[config.mk]
export PLATFORM = sky130hd
export DESIGN_NAME = fifo_wr_arbiter_flat
export DESIGN_NICKNAME = d
export VERILOG_FILES = /design/src/rtl/fifo_wr_arbiter_pkg.sv /design/src/rtl/fifo_wr_arbiter_if.sv /design/src/rtl/fifo_wr_arbiter_rr_priority_picker.sv /design/src/rtl/fifo_wr_arbiter.sv /design/src/flat_wrapper.sv
export SDC_FILE = /design/constraint.sdc
export NUM_CORES = 1
export LEC_CHECK = 0
export CAP_MARGIN = 20
export CELL_PAD_IN_SITES_DETAIL_PLACEMENT = 0
export CELL_PAD_IN_SITES_GLOBAL_PLACEMENT = 1
export CORE_MARGIN = 2
export CORE_UTILIZATION = 30
export DETAILED_ROUTE_END_ITERATION = 8
export GPL_TIMING_DRIVEN = 0
export PLACE_DENSITY_LB_ADDON = 0.1
export SETUP_SLACK_MARGIN = 0.5
export SYNTH_ARGS = -nofsm -noshare
export SYNTH_HDL_FRONTEND = slang
export SYNTH_SLANG_ARGS = --single-unit
[constraint.sdc]
create_clock -name clk -period 7 [get_ports clk]
set_input_delay 1.4 -clock clk [delete_from_list [all_inputs] [get_ports clk]]
set_output_delay 1.4 -clock clk [all_outputs]
set_load 0.03 [all_outputs]
[src/rtl/fifo_wr_arbiter_pkg.sv]
// ---------------------------------------------------------------------------
// fifo_wr_arbiter_pkg
// Shared definitions for the FIFO write-port arbiter:
//   - arb_state_e    : arbiter FSM state encoding (IDLE / LOCKED)
//   - BEAT_CNT_WIDTH : width of the per-burst beat counter
//   - id_width()     : grant index width for a given requester count
// ---------------------------------------------------------------------------
package fifo_wr_arbiter_pkg;

    typedef enum logic [0:0] {
        ARB_IDLE   = 1'b0,
        ARB_LOCKED = 1'b1
    } arb_state_e;

    localparam int unsigned BEAT_CNT_WIDTH = 8;

    // log2 of the requester count, never narrower than one bit
    function automatic int unsigned id_width(input int unsigned num_req);
        return (num_req > 1) ? $clog2(num_req) : 1;
    endfunction

endpackage

[src/rtl/fifo_wr_arbiter_if.sv]
// ---------------------------------------------------------------------------
// fifo_wr_arbiter_if
// Requester-side and FIFO-side handshake bundle of the write-port arbiter.
//   req_valid  : per-requester beat valid
//   req_last   : per-requester end-of-burst marker (qualified by req_valid)
//   req_data   : flattened beats, requester i at [i*DATA_WIDTH +: DATA_WIDTH]
//   req_ready  : per-requester accept, one-hot or zero
//   fifo_full  : full flag from the FIFO
//   fifo_wr_en : FIFO write enable
//   fifo_din   : FIFO write data
// Modports: slave = arbiter view, master = requesters + FIFO view.
// ---------------------------------------------------------------------------
interface fifo_wr_arbiter_if #(
    parameter int NUM_REQ    = 4,
    parameter int DATA_WIDTH = 8
);
    logic [NUM_REQ-1:0]            req_valid;
    logic [NUM_REQ-1:0]            req_last;
    logic [NUM_REQ*DATA_WIDTH-1:0] req_data;
    logic [NUM_REQ-1:0]            req_ready;
    logic                          fifo_full;
    logic                          fifo_wr_en;
    logic [DATA_WIDTH-1:0]         fifo_din;

    modport slave (
        input  req_valid, req_last, req_data, fifo_full,
        output req_ready, fifo_wr_en, fifo_din
    );

    modport master (
        output req_valid, req_last, req_data, fifo_full,
        input  req_ready, fifo_wr_en, fifo_din
    );
endinterface

[src/rtl/fifo_wr_arbiter_rr_priority_picker.sv]
// ---------------------------------------------------------------------------
// rr_priority_picker
// Combinational rotating-priority search: returns the first asserted bit of
// req starting at rr_ptr and wrapping from NUM_REQ-1 back to 0.
//   req    : request vector
//   rr_ptr : highest-priority index this cycle (must be < NUM_REQ)
//   found  : at least one request is asserted
//   index  : winning index (0 when nothing is found)
// ---------------------------------------------------------------------------
module rr_priority_picker #(
    parameter int NUM_REQ  = 4,
    parameter int ID_WIDTH = 2
) (
    input  logic [NUM_REQ-1:0]  req,
    input  logic [ID_WIDTH-1:0] rr_ptr,
    output logic                found,
    output logic [ID_WIDTH-1:0] index
);

    // Walk the offsets from farthest to nearest so the nearest hit wins
    always_comb begin
        found = 1'b0;
        index = '0;
        for (int k = NUM_REQ - 1; k >= 0; k--) begin
            int pos_raw;
            int pos;
            pos_raw = int'(rr_ptr) + k;
            pos     = (pos_raw >= NUM_REQ) ? (pos_raw - NUM_REQ) : pos_raw;
            index   = req[pos] ? ID_WIDTH'(pos) : index;
            found   = found | req[pos];
        end
    end

endmodule

[src/rtl/fifo_wr_arbiter.sv]
// ---------------------------------------------------------------------------
// fifo_wr_arbiter
// Round-robin arbiter sharing one async FIFO write port between NUM_REQ
// requesters. A grantee holds the port for a whole burst (until req_last)
// but is cut off after MAX_BURST beats, which sets the sticky err_overlong.
// The beat path (req_ready, fifo_wr_en, fifo_din) is combinational so a
// beat can be written in the same cycle it is presented.
//   clk          : FIFO write clock
//   rst          : synchronous active-high reset
//   bus          : requester / FIFO handshake bundle (slave modport)
//   grant_id     : current or most recent grantee
//   busy         : high while a burst holds the port
//   err_overlong : sticky, a burst was forcibly truncated
// ---------------------------------------------------------------------------
module fifo_wr_arbiter
    import fifo_wr_arbiter_pkg::*;
#(
    parameter int NUM_REQ    = 4,
    parameter int DATA_WIDTH = 8,
    parameter int MAX_BURST  = 16,
    parameter int ID_WIDTH   = id_width(NUM_REQ)
) (
    input  logic                clk,
    input  logic                rst,
    fifo_wr_arbiter_if.slave    bus,
    output logic [ID_WIDTH-1:0] grant_id,
    output logic                busy,
    output logic                err_overlong
);

    localparam logic [BEAT_CNT_WIDTH-1:0] MAX_BURST_C = BEAT_CNT_WIDTH'(MAX_BURST);
    localparam logic [ID_WIDTH-1:0]       LAST_ID_C   = ID_WIDTH'(NUM_REQ - 1);

    arb_state_e                state_r;
    logic [ID_WIDTH-1:0]       rr_ptr_r;
    logic [ID_WIDTH-1:0]       grant_id_r;
    logic [BEAT_CNT_WIDTH-1:0] beat_cnt_r;
    logic                      busy_r;
    logic                      err_overlong_r;

    logic                      cand_found_s;
    logic [ID_WIDTH-1:0]       cand_idx_s;
    logic [ID_WIDTH-1:0]       sel_idx_s;
    logic [ID_WIDTH-1:0]       next_ptr_s;
    logic                      sel_valid_s;
    logic                      sel_last_s;
    logic                      xfer_s;
    logic                      beat_limit_s;

    rr_priority_picker #(
        .NUM_REQ  (NUM_REQ),
        .ID_WIDTH (ID_WIDTH)
    ) u_picker (
        .req    (bus.req_valid),
        .rr_ptr (rr_ptr_r),
        .found  (cand_found_s),
        .index  (cand_idx_s)
    );

    // Select the requester that owns the port this cycle and qualify the beat
    always_comb begin
        if (state_r == ARB_LOCKED) begin
            sel_idx_s   = grant_id_r;
            sel_valid_s = bus.req_valid[grant_id_r];
        end else begin
            sel_idx_s   = cand_idx_s;
            sel_valid_s = cand_found_s;
        end
        sel_last_s   = bus.req_last[sel_idx_s];
        // rst gates the beat so an abandoned burst never reaches the FIFO
        xfer_s       = sel_valid_s & ~bus.fifo_full & ~rst;
        next_ptr_s   = (sel_idx_s == LAST_ID_C) ? '0 : (sel_idx_s + ID_WIDTH'(1));
        beat_limit_s = ((beat_cnt_r + BEAT_CNT_WIDTH'(1)) == MAX_BURST_C);
    end

    // Drive the FIFO write port and the single accepting ready
    always_comb begin
        bus.req_ready  = '0;
        bus.fifo_wr_en = xfer_s;
        bus.fifo_din   = '0;
        if (xfer_s) begin
            bus.req_ready[sel_idx_s] = 1'b1;
            bus.fifo_din             = bus.req_data[sel_idx_s*DATA_WIDTH +: DATA_WIDTH];
        end else begin
            bus.req_ready = '0;
        end
    end

    // Arbitration FSM, beat counter and registered status outputs
    always_ff @(posedge clk) begin
        if (rst) begin
            state_r        <= ARB_IDLE;
            rr_ptr_r       <= '0;
            beat_cnt_r     <= '0;
            grant_id_r     <= '0;
            busy_r         <= 1'b0;
            err_overlong_r <= 1'b0;
        end else begin
            case (state_r)
                ARB_IDLE: begin
                    if (xfer_s) begin
                        grant_id_r <= sel_idx_s;
                        if (sel_last_s) begin
                            rr_ptr_r <= next_ptr_s;
                        end else begin
                            state_r    <= ARB_LOCKED;
                            beat_cnt_r <= BEAT_CNT_WIDTH'(1);
                            busy_r     <= 1'b1;
                        end
                    end
                end
                ARB_LOCKED: begin
                    if (xfer_s) begin
                        if (sel_last_s || beat_limit_s) begin
                            state_r    <= ARB_IDLE;
                            rr_ptr_r   <= next_ptr_s;
                            beat_cnt_r <= '0;
                            busy_r     <= 1'b0;
                            if (!sel_last_s) begin
                                err_overlong_r <= 1'b1;
                            end
                        end else begin
                            beat_cnt_r <= beat_cnt_r + BEAT_CNT_WIDTH'(1);
                        end
                    end
                end
                default: begin
                    state_r    <= ARB_IDLE;
                    beat_cnt_r <= '0;
                    busy_r     <= 1'b0;
                end
            endcase
        end
    end

    assign grant_id     = grant_id_r;
    assign busy         = busy_r;
    assign err_overlong = err_overlong_r;

endmodule

[src/flat_wrapper.sv]
// flat-port wrapper written by rule: the top's interface ports become plain ports
module fifo_wr_arbiter_flat import fifo_wr_arbiter_pkg::*;
#(
    parameter int NUM_REQ    = 4,
    parameter int DATA_WIDTH = 8,
    parameter int MAX_BURST  = 16,
    parameter int ID_WIDTH   = id_width(NUM_REQ)
)
  (clk, rst, grant_id, busy, err_overlong, bus_req_valid, bus_req_last, bus_req_data, bus_fifo_full, bus_req_ready, bus_fifo_wr_en, bus_fifo_din);
  fifo_wr_arbiter_if #(.NUM_REQ(NUM_REQ), .DATA_WIDTH(DATA_WIDTH)) bus_i ();
  input  logic clk;
  input  logic rst;
  output logic [ID_WIDTH-1:0] grant_id;
  output logic busy;
  output logic err_overlong;
  input wire logic [$bits(bus_i.req_valid)-1:0] bus_req_valid;
  input wire logic [$bits(bus_i.req_last)-1:0] bus_req_last;
  input wire logic [$bits(bus_i.req_data)-1:0] bus_req_data;
  input wire logic [$bits(bus_i.fifo_full)-1:0] bus_fifo_full;
  output wire logic [$bits(bus_i.req_ready)-1:0] bus_req_ready;
  output wire logic [$bits(bus_i.fifo_wr_en)-1:0] bus_fifo_wr_en;
  output wire logic [$bits(bus_i.fifo_din)-1:0] bus_fifo_din;
  assign bus_i.req_valid = bus_req_valid;
  assign bus_i.req_last = bus_req_last;
  assign bus_i.req_data = bus_req_data;
  assign bus_i.fifo_full = bus_fifo_full;
  assign bus_req_ready = bus_i.req_ready;
  assign bus_fifo_wr_en = bus_i.fifo_wr_en;
  assign bus_fifo_din = bus_i.fifo_din;
  fifo_wr_arbiter #(.NUM_REQ(NUM_REQ), .DATA_WIDTH(DATA_WIDTH), .MAX_BURST(MAX_BURST), .ID_WIDTH(ID_WIDTH)) u_core (.clk(clk), .rst(rst), .bus(bus_i), .grant_id(grant_id), .busy(busy), .err_overlong(err_overlong));
endmodule
Word level (Yosys, flattened, before mapping)
Index checks and enable logic that the tools add are counted.

word-level totals
  register bits after elaboration = 15
  latch bits = 0
  memory bits (writable) = 0
  bits in read-only memories = 0
  bits of input ports = 43
  output and inout port bits = 17
  logic and storage cells = 101
  memories = 0

cells by class
  add/subtract/negate cells = 9
  multipliers = 0
  divide/modulo/power cells = 0
  magnitude comparators = 11
  equal/unequal tests = 7
  shift operators = 1
  multiplexer cells = 51
  bitwise logic cells = 9
  reduce and logical (&&, ||, !) cells = 7

operator list
  operator                                                                count
  32-bit by 4-bit < comparator with 1-bit output, second input constant   4
  32-bit two-way mux                                                      4
  8-bit two-way mux                                                       5
  32-bit by 4-bit >= comparator with 1-bit output, second input constant  1
  32-bit by 6-bit indexed part select with 8-bit output                   1
  32-bit by 4-bit subtractor with 32-bit output, second input constant    1
  1-bit two-way mux                                                       20
  2-bit two-way mux                                                       10
  8-bit one-hot mux with 2 select lines                                   1
  1-bit binary-select mux with 2-bit select                               6
  4-bit AND reduction                                                     3
  8-bit by 1-bit adder with 8-bit output, second input constant           1
  8-bit by 5-bit equality test with 1-bit output, second input constant   1
  2-bit != test, second input constant                                    4
  3-bit by 3-bit subtractor with 4-bit output, second input constant      2
  2-bit by 2-bit adder with 3-bit output, second input constant           2
  3-bit >= comparator, second input constant                              2
  2-bit by 3-bit < comparator with 1-bit output, second input constant    2
  4-bit two-way mux                                                       1
  1-bit NOT                                                               4
  1-bit one-hot mux with 2 select lines                                   2
  2-bit one-hot mux with 2 select lines                                   1
  2-bit by 3-bit subtractor with 4-bit output, second input constant      1
  2-bit by 1-bit adder with 3-bit output, second input constant           1
  other kinds (12)                                                        15

Depth between registers and ports, before layout
Gate-level depths: netlist (run 1).

  word-level depth = 17
  mapped depth = 8
  depth with buffers taken out = 7

Cells and area by module
A second synthesis (run 1) with hierarchy kept.

unflattened totals
  cell total of the unflattened synthesis = 148
  area, all modules = 1450.1 µm²

modules (own cells, without submodules)
  module              times used  cells an instance  area an instance (µm²)  seq. area each (µm²)
  fifo_wr_arbiter     1           135                1372.6                  300.3
  rr_priority_picker  1           13                 77.6                    0.0

Least setup slack after synthesis (run 1)
OpenSTA, ideal clock, no wires.

  path kind = input-to-output
  start point = input port bus_req_valid[1]
  end point = output port bus_fifo_din[0]
  arrival time = 3.138 ns
  data required time = 5.600 ns
  setup slack = 2.462 ns
  stages on the path = 7
  buffers on the path = 1
  cells stage by stage = or3b_2 -> o221ai_1 -> o21ai_2 -> inv_2 -> buf_4 -> mux4_2 -> and2_1

between the ends
  cells in the longest elaborated chain, start to end = 10
  elaborated cells on any way between the ends = 27
  those cells by class = shift: 1; mux: 21; bitwise: 5

ends and longest elaborated chain
  item                                                     line                                      text
  start, declared                                          flat_wrapper.sv:16                        input wire logic [$bits(bus_i.req_valid)-1:0] bus_req_valid;
  1-bit binary-select mux with 2-bit select                fifo_wr_arbiter_rr_priority_picker.sv:29  index = req[pos] ? ID_WIDTH'(pos) : index;
  1-bit two-way mux (not written as such) (2 in series)    fifo_wr_arbiter_rr_priority_picker.sv:29
  2-bit two-way mux (3 in series)                          fifo_wr_arbiter_rr_priority_picker.sv:29
  2-bit two-way mux *                                      fifo_wr_arbiter_rr_priority_picker.sv:29
  2-bit two-way mux *                                      fifo_wr_arbiter.sv:62                     if (state_r == ARB_LOCKED) begin
  via u_core.sel_idx_s[0]                                  fifo_wr_arbiter.sv:43                     logic [ID_WIDTH-1:0] sel_idx_s;
  32-bit by 6-bit indexed part select with 8-bit output *  fifo_wr_arbiter.sv:83                     bus.fifo_din = bus.req_data[sel_idx_s*DATA_WIDTH +: DATA_WIDTH];
  8-bit two-way mux *                                      fifo_wr_arbiter.sv:81                     if (xfer_s) begin
  end, declared                                            flat_wrapper.sv:22                        output wire logic [$bits(bus_i.fifo_din)-1:0] bus_fifo_din;

Mark *: on every way through the listed nets, which the timed path passes. The rest lies on a longest branch. The select of a mux whose other input is x is not followed.

Worst setup path in the final report (run 1)
  start point = input port bus_req_valid[2]
  end point = output port bus_fifo_din[1]

The elaborated chain is that of the path after synthesis.

==> results.json, run 1 <==
{
  "port-buffer-count": 59,
  "cts_setup_buffers": 0,
  "critPathBufInv": 4,
  "drive_above_1_share": 0.122,
  "crit_slowest_cell": "clkdlybuf4s50_1",
  "power.density_mw_per_mm2": 151,
  "globalRouteOverflowTotal": 0,
  "wl_per_cell_um": 15.0,
  "crit_family": "buffers and inverters",
  "grt_max_degree": 12,
  "cts_max_path_buffers": 2,
  "worstMarginPinSlew_ns": 0.898,
  "core_area_mm2": 0.00469,
  "synthFlopType": "dfxtp_1",
  "synthTopCellsByCount": "15 x dfxtp_1, 14 x and2_1, 12 x inv_1",
  "switching_share": 0.353,
  "detailed_place.area_mm2": 0.00210,
  "cts_hold_buf": 0,
  "power.share.clock": 0.220,
  "rsz0062_at_grt": "no",
  "crit_chain": "clkdlybuf4s50_1 -> or3b_2 -> o221ai_1 -> o21ai_2 -> inv_2 -> buf_4 -> mux4_2 -> and2_1 -> clkdlybuf4s50_1",
  "hp-class": "flop to flop",
  "hold_violations": 0,
  "via_per_inst": 5.26,
  "status": "completed",
  "clk_latency_ns": 0.25,
  "io-pin-count": 60,
  "synth_top_area_frac": 0.208,
  "ant_nets": 0,
  "async_flop_share": 0,
  "start_util": 0.308,
  "dp_hpwl_um": 3540,
  "final_nets": 279,
  "cts_tree": "yes",
  "finalMaxSlewViolations": 0,
  "synthToLayoutAreaGrowth_pct": 48.7,
  "cp_data_arrival_time_ns": 4.35,
  "postSynthCellCount": 167,
  "cpPeakStageDelay_ns": 0.59,
  "grt_pass1_vias": 1471,
  "grt_first_pass_wirelength_um": 6890,
  "diodes": 0,
  "synth_seq_cells": 15,
  "clkTransAtPathRegs_ns": 0.06,
  "pre_cts_ws_ns": 1.21,
  "grt.total_usage": 0.165,
  "yosysTopAreaCell": "dfxtp_1",
  "seq_power_share": 0.296,
  "max_freq_mhz": 174,
  "avgSynthCellArea_um2": 8.65,
  "power.leakage_nw": 0.782,
  "synth-edff-count": 0,
  "period_needed_ns": 5.75,
  "antenna_found_initial": 0,
  "synth_cell_type_count": 45,
  "power_switching_mw": 0.115,
  "synth.most_common_cell": "dfxtp_1",
  "firstDrtPassIters": 4,
  "drcViolationCount": 0,
  "setup_viol": 0,
  "syn-cell-area_mm2": 0.00145,
  "crit_required_ns": 5.60,
  "ys_seq_area_frac": 0.208,
  "die_x_um": 73.4,
  "intPower_mw": 0.210,
  "r2r_slack_ns": 4.69,
  "die_area_mm2": 0.00539,
  "wirelength_um": 4260,
  "drv_cap": 0,
  "vias": 1495,
  "critPathMaxFanout": 11,
  "vdd_drop_max_mv": 0.0638,
  "cts_buffers": 3,
  "cts-root-buf": "clkbuf_8",
  "clock-sinks": 15,
  "synth_nets": 215,
  "drtIter0Drc": 31,
  "relSlewSlack": 0.393,
  "cp-end-kind": "output port",
  "cp_common_cell": "clkdlybuf4s50_1",
  "htree_levels": 1,
  "skew_ns": 0.00243,
  "place_congestion": 0.786,
  "fin_setup_tns_ns": 0,
  "finalCritPeriodShare": 0.822,
  "startpoint_type": "primary input",
  "setup_ws_ns": 1.25,
  "rows": 25,
  "yosysWarnings": 0,
  "finish.instance_area_mm2": 0.00215,
  "die_y_um": 73.4,
  "netlist_top_cells_area": "dfxtp_1 21%, mux4_2 12%, and2_1 6.1%, ha_1 4.3%, mux2i_1 3.5%",
  "path_class": "primary input to output port",
  "cts_resized": 0,
  "power_frac_comb": 0.484
}
[through the flow]
step | cells | hold slack, ns | util | power (mW)
after global placement | 280 | 0.452 | 0.448 | 0.254
final | 284 | 0.472 | 0.458 | 0.325
after detailed placement | 280 | 0.460 | 0.448 | 0.257
after CTS | 284 | 0.476 | 0.458 | 0.329
after floorplan | 167 | 0.456 | - | 0.197
after global routing | 284 | 0.508 | 0.458 | 0.347
[cells by family after synthesis]
kind of cell,after synthesis,synth area share
AND/OR/NAND/NOR,67,0.261
flip-flops,15,0.208
AO/OA/AOI/OAI,44,0.240
XOR/XNOR,1,0.00606
buffers and inverters,21,0.0641
adder cells (fa/ha/maj),5,0.0433
multiplexers,14,0.177
[power by group through the flow]
stage	combinational (mW)	sequential [mW]	clock [mW]
after floorplan	0.0960	0.101	0
after global placement	0.156	0.0982	0
after detailed placement	0.159	0.0985	0
after CTS	0.159	0.0965	0.0731
after global routing	0.172	0.0973	0.0776
final	0.157	0.0962	0.0715
[layer usage]
metal,global-route usage,routed length (um),vias up
met2,0.282,2280,20
met3,0.0343,104,4
met4,0.0424,55,0
met5,0,0,-
met1,0.210,1820,712
li1,-,-,759
[path summary, 6_finish.rpt]
path	start	end	cells past startpoint
worst max-delay path	bus_req_valid[2]	bus_fifo_din[1]	9
worst min-delay path	u_core.err_overlong	u_core.err_overlong	2
worst max register to register	u_core.rr_ptr_r[1]	u_core.rr_ptr_r[0]	8
worst min register to register	u_core.err_overlong	u_core.err_overlong	2
[area by class of cell]
cell class	instances	area [um^2]
Buffer	7	40.0
Clock buffer	4	45.0
Fill cell	471	2540
Inverter	14	52.6
Multi-Input combinational cell	131	1050
Sequential cell	15	300
Tap cell	54	67.6
Timing Repair Buffer	59	591
[placed cells by master, fill, tap and decap left out, types with 6 or more instances in the layout]
| cell type | count |
|---|---|
| clkdlybuf4s50_1 | 59 |
| dfxtp_1 | 15 |
| and2_1 | 14 |
| inv_1 | 12 |
| nor2_1 | 11 |
| nand2_1 | 9 |
| mux4_2 | 8 |
| o21ai_0 | 7 |
| nand3_1 | 6 |
| nand4_1 | 6 |
[state kept, by name, summed over array words and instances, names as in the netlist]
| name | cells |
|---|---|
| u_core.grant_id | 2 |
| u_core.state_r | 1 |
| u_core.beat_cnt_r | 8 |
| u_core.rr_ptr_r | 2 |
| u_core.err_overlong | 1 |
| u_core.busy | 1 |
[worst min-delay path, cell delays in order (launching register included)]
cell and delay [ns]:
dfxtp_1 0.33, a21oi_1 0.04, nor2_1 0.07
No activity file was read; power rests on OpenSTA's default activity.
==> inputs of run 2 (changes only) <==
==> constraint.sdc (replaced) <==
create_clock -name clk -period 5.6 [get_ports clk]
set_input_delay 1.12 -clock clk [delete_from_list [all_inputs] [get_ports clk]]
set_output_delay 1.12 -clock clk [all_outputs]
set_load 0.03 [all_outputs]
==> results.json, run 2 (synthesis results as in run 1) <==
{
  "cp-end-kind": "output port",
  "clk_latency_ns": 0.25,
  "vias": 1502,
  "finalMaxSlewViolations": 0,
  "relSlewSlack": 0.399,
  "detailed_place.area_mm2": 0.00210,
  "cts_tree": "yes",
  "fin_setup_tns_ns": 0,
  "rsz0062_at_grt": "no",
  "skew_ns": 0.00170,
  "core_area_mm2": 0.00469,
  "dp_hpwl_um": 3540,
  "drtIter0Drc": 36,
  "globalRouteOverflowTotal": 0,
  "crit_slowest_cell": "clkdlybuf4s50_1",
  "largest_register_ffs": 8,
  "firstDrtPassIters": 4,
  "max_freq_mhz": 204,
  "startpoint_type": "primary input",
  "htree_levels": 1,
  "finish.instance_area_mm2": 0.00216,
  "die_area_mm2": 0.00539,
  "drcViolationCount": 0,
  "cts-root-buf": "clkbuf_8",
  "crit_chain": "clkdlybuf4s50_1 -> mux4_1 -> nor2_1 -> or4_4 -> inv_1 -> buf_2 -> buf_2 -> and2_1 -> clkdlybuf4s50_1",
  "synthToLayoutAreaGrowth_pct": 49.2,
  "grt.total_usage": 0.164,
  "cts_hold_buf": 0,
  "grt_first_pass_wirelength_um": 6880,
  "wl_per_cell_um": 15.0,
  "clkTransAtPathRegs_ns": 0.06,
  "io-pin-count": 60,
  "cp_data_arrival_time_ns": 3.78,
  "finalCritPeriodShare": 0.875,
  "power.leakage_nw": 0.817,
  "antenna_found_initial": 0,
  "r2r_slack_ns": 3.39,
  "drive_above_1_share": 0.129,
  "rows": 25,
  "grt_pass1_vias": 1467,
  "cts_max_path_buffers": 2,
  "via_per_inst": 5.25,
  "critPathMaxFanout": 10,
  "hold_violations": 0,
  "final_nets": 281,
  "diodes": 0,
  "port-buffer-count": 59,
  "clock-sinks": 15,
  "die_x_um": 73.4,
  "cpPeakStageDelay_ns": 0.66,
  "pre_cts_ws_ns": 0.373,
  "crit_required_ns": 4.48,
  "setup_viol": 0,
  "worstMarginPinSlew_ns": 0.890,
  "grt_max_degree": 12,
  "largest_register": "u_core.beat_cnt_r",
  "path_class": "primary input to output port",
  "start_util": 0.308,
  "final_common_cell": "clkdlybuf4s50_1",
  "setup_ws_ns": 0.697,
  "period_needed_ns": 4.90,
  "power.density_mw_per_mm2": 189,
  "status": "completed",
  "drv_cap": 0,
  "mostFrequentLayoutCells": "53 x clkdlybuf4s50_1, 15 x dfxtp_1, 14 x and2_1, 12 x inv_1, 11 x nor2_1",
  "vdd_drop_max_mv": 0.0836,
  "die_y_um": 73.4,
  "ant_nets": 0,
  "place_congestion": 0.786,
  "wirelength_um": 4300,
  "hp-class": "flop to flop",
  "cts_buffers": 3
}
run 2: cell count changes in the layout (fill, tap and decap cells not counted), sizes merged:
| cell | delta |
|---|---|
| buf | +2 |
| clkdlybuf4s50 | -6 |
| dlygate4sd2 | +6 |
run 2: area by class of cell:
type | count | area (um^2)
fillers | 476 | 2540
clock buffers | 4 | 45.0
inverters | 14 | 52.6
repair buffers | 61 | 598
multi-input cells | 131 | 1050
well taps | 54 | 67.6
flip-flops and latches | 15 | 300
plain buffers | 7 | 40.0
run 2: path summary, 6_finish.rpt:
path | start | end | depth (start not counted)
max | bus_req_valid[1] | bus_fifo_din[7] | 9
min | u_core.err_overlong | u_core.err_overlong | 2
max reg2reg | u_core.state_r | u_core.err_overlong | 6
min reg2reg | u_core.err_overlong | u_core.err_overlong | 2
run 2: critical path: cells and delay by family:
family                 cells  cell delay (ns)
AND/OR/NAND/NOR            3             0.67
multiplexers               1             0.26
buffers and inverters      5             1.72
run 2: power by group:
| part | switching, mW | internal (mW) | leakage [nW] |
|---|---|---|---|
| Combinational | 0.0986 | 0.0993 | 0.673 |
| Sequential | 0.00687 | 0.113 | 0.122 |
| Clock | 0.0397 | 0.0504 | 0.0228 |
| Total | 0.145 | 0.263 | 0.817 |
run 2: timing repair:
action | 4_1_cts | 5_1_grt
buffers inserted | 0 | 2
pin swaps | 0 | 1
endpoints found under the setup margin | 6 | 6
resized for setup | 6 | 0
run 2: routing by layer:
layer	track usage	part of all wire	vias up
met5	0	0	-
met3	0.0343	0.023	4
met1	0.209	0.43	718
met4	0.0424	0.013	0
met2	0.282	0.54	18
li1	-	-	762
run 2: through the flow:
stage               std cells  power (mW)  hold slack [ns]  utilization
CTS                       284       0.408            0.476        0.456
global route              286       0.435            0.508        0.459
floorplan                 167       0.246            0.456            -
detailed placement        280       0.322            0.460        0.448
global placement          280       0.318            0.452        0.448
finish                    286       0.408            0.472        0.459
==> inputs of run 3 (changes only) <==
--- a/config.mk
+++ b/config.mk
@@ -12,6 +12,7 @@
 export CORE_UTILIZATION = 30
 export DETAILED_ROUTE_END_ITERATION = 8
 export GPL_TIMING_DRIVEN = 0
+export HOLD_SLACK_MARGIN = 0.08
 export PLACE_DENSITY_LB_ADDON = 0.1
 export SETUP_SLACK_MARGIN = 0.5
 export SYNTH_ARGS = -nofsm -noshare
==> constraint.sdc (replaced) <==
create_clock -name clk -period 5.6 [get_ports clk]
set_input_delay 0.84 -clock clk [delete_from_list [all_inputs] [get_ports clk]]
set_output_delay 0.84 -clock clk [all_outputs]
set_load 0.03 [all_outputs]
==> results of run 3 <==
The final DEF is identical to that of run 1. Status: completed.
Among the figures that moved: setup slack after placement 1.21 ns -> 0.933 ns; setup slack after layout 1.25 ns -> 0.966 ns; register-to-register setup slack 4.69 ns -> 3.29 ns; total power 0.325 mW -> 0.406 mW; worst IR drop on VDD 0.0638 mV -> 0.0798 mV
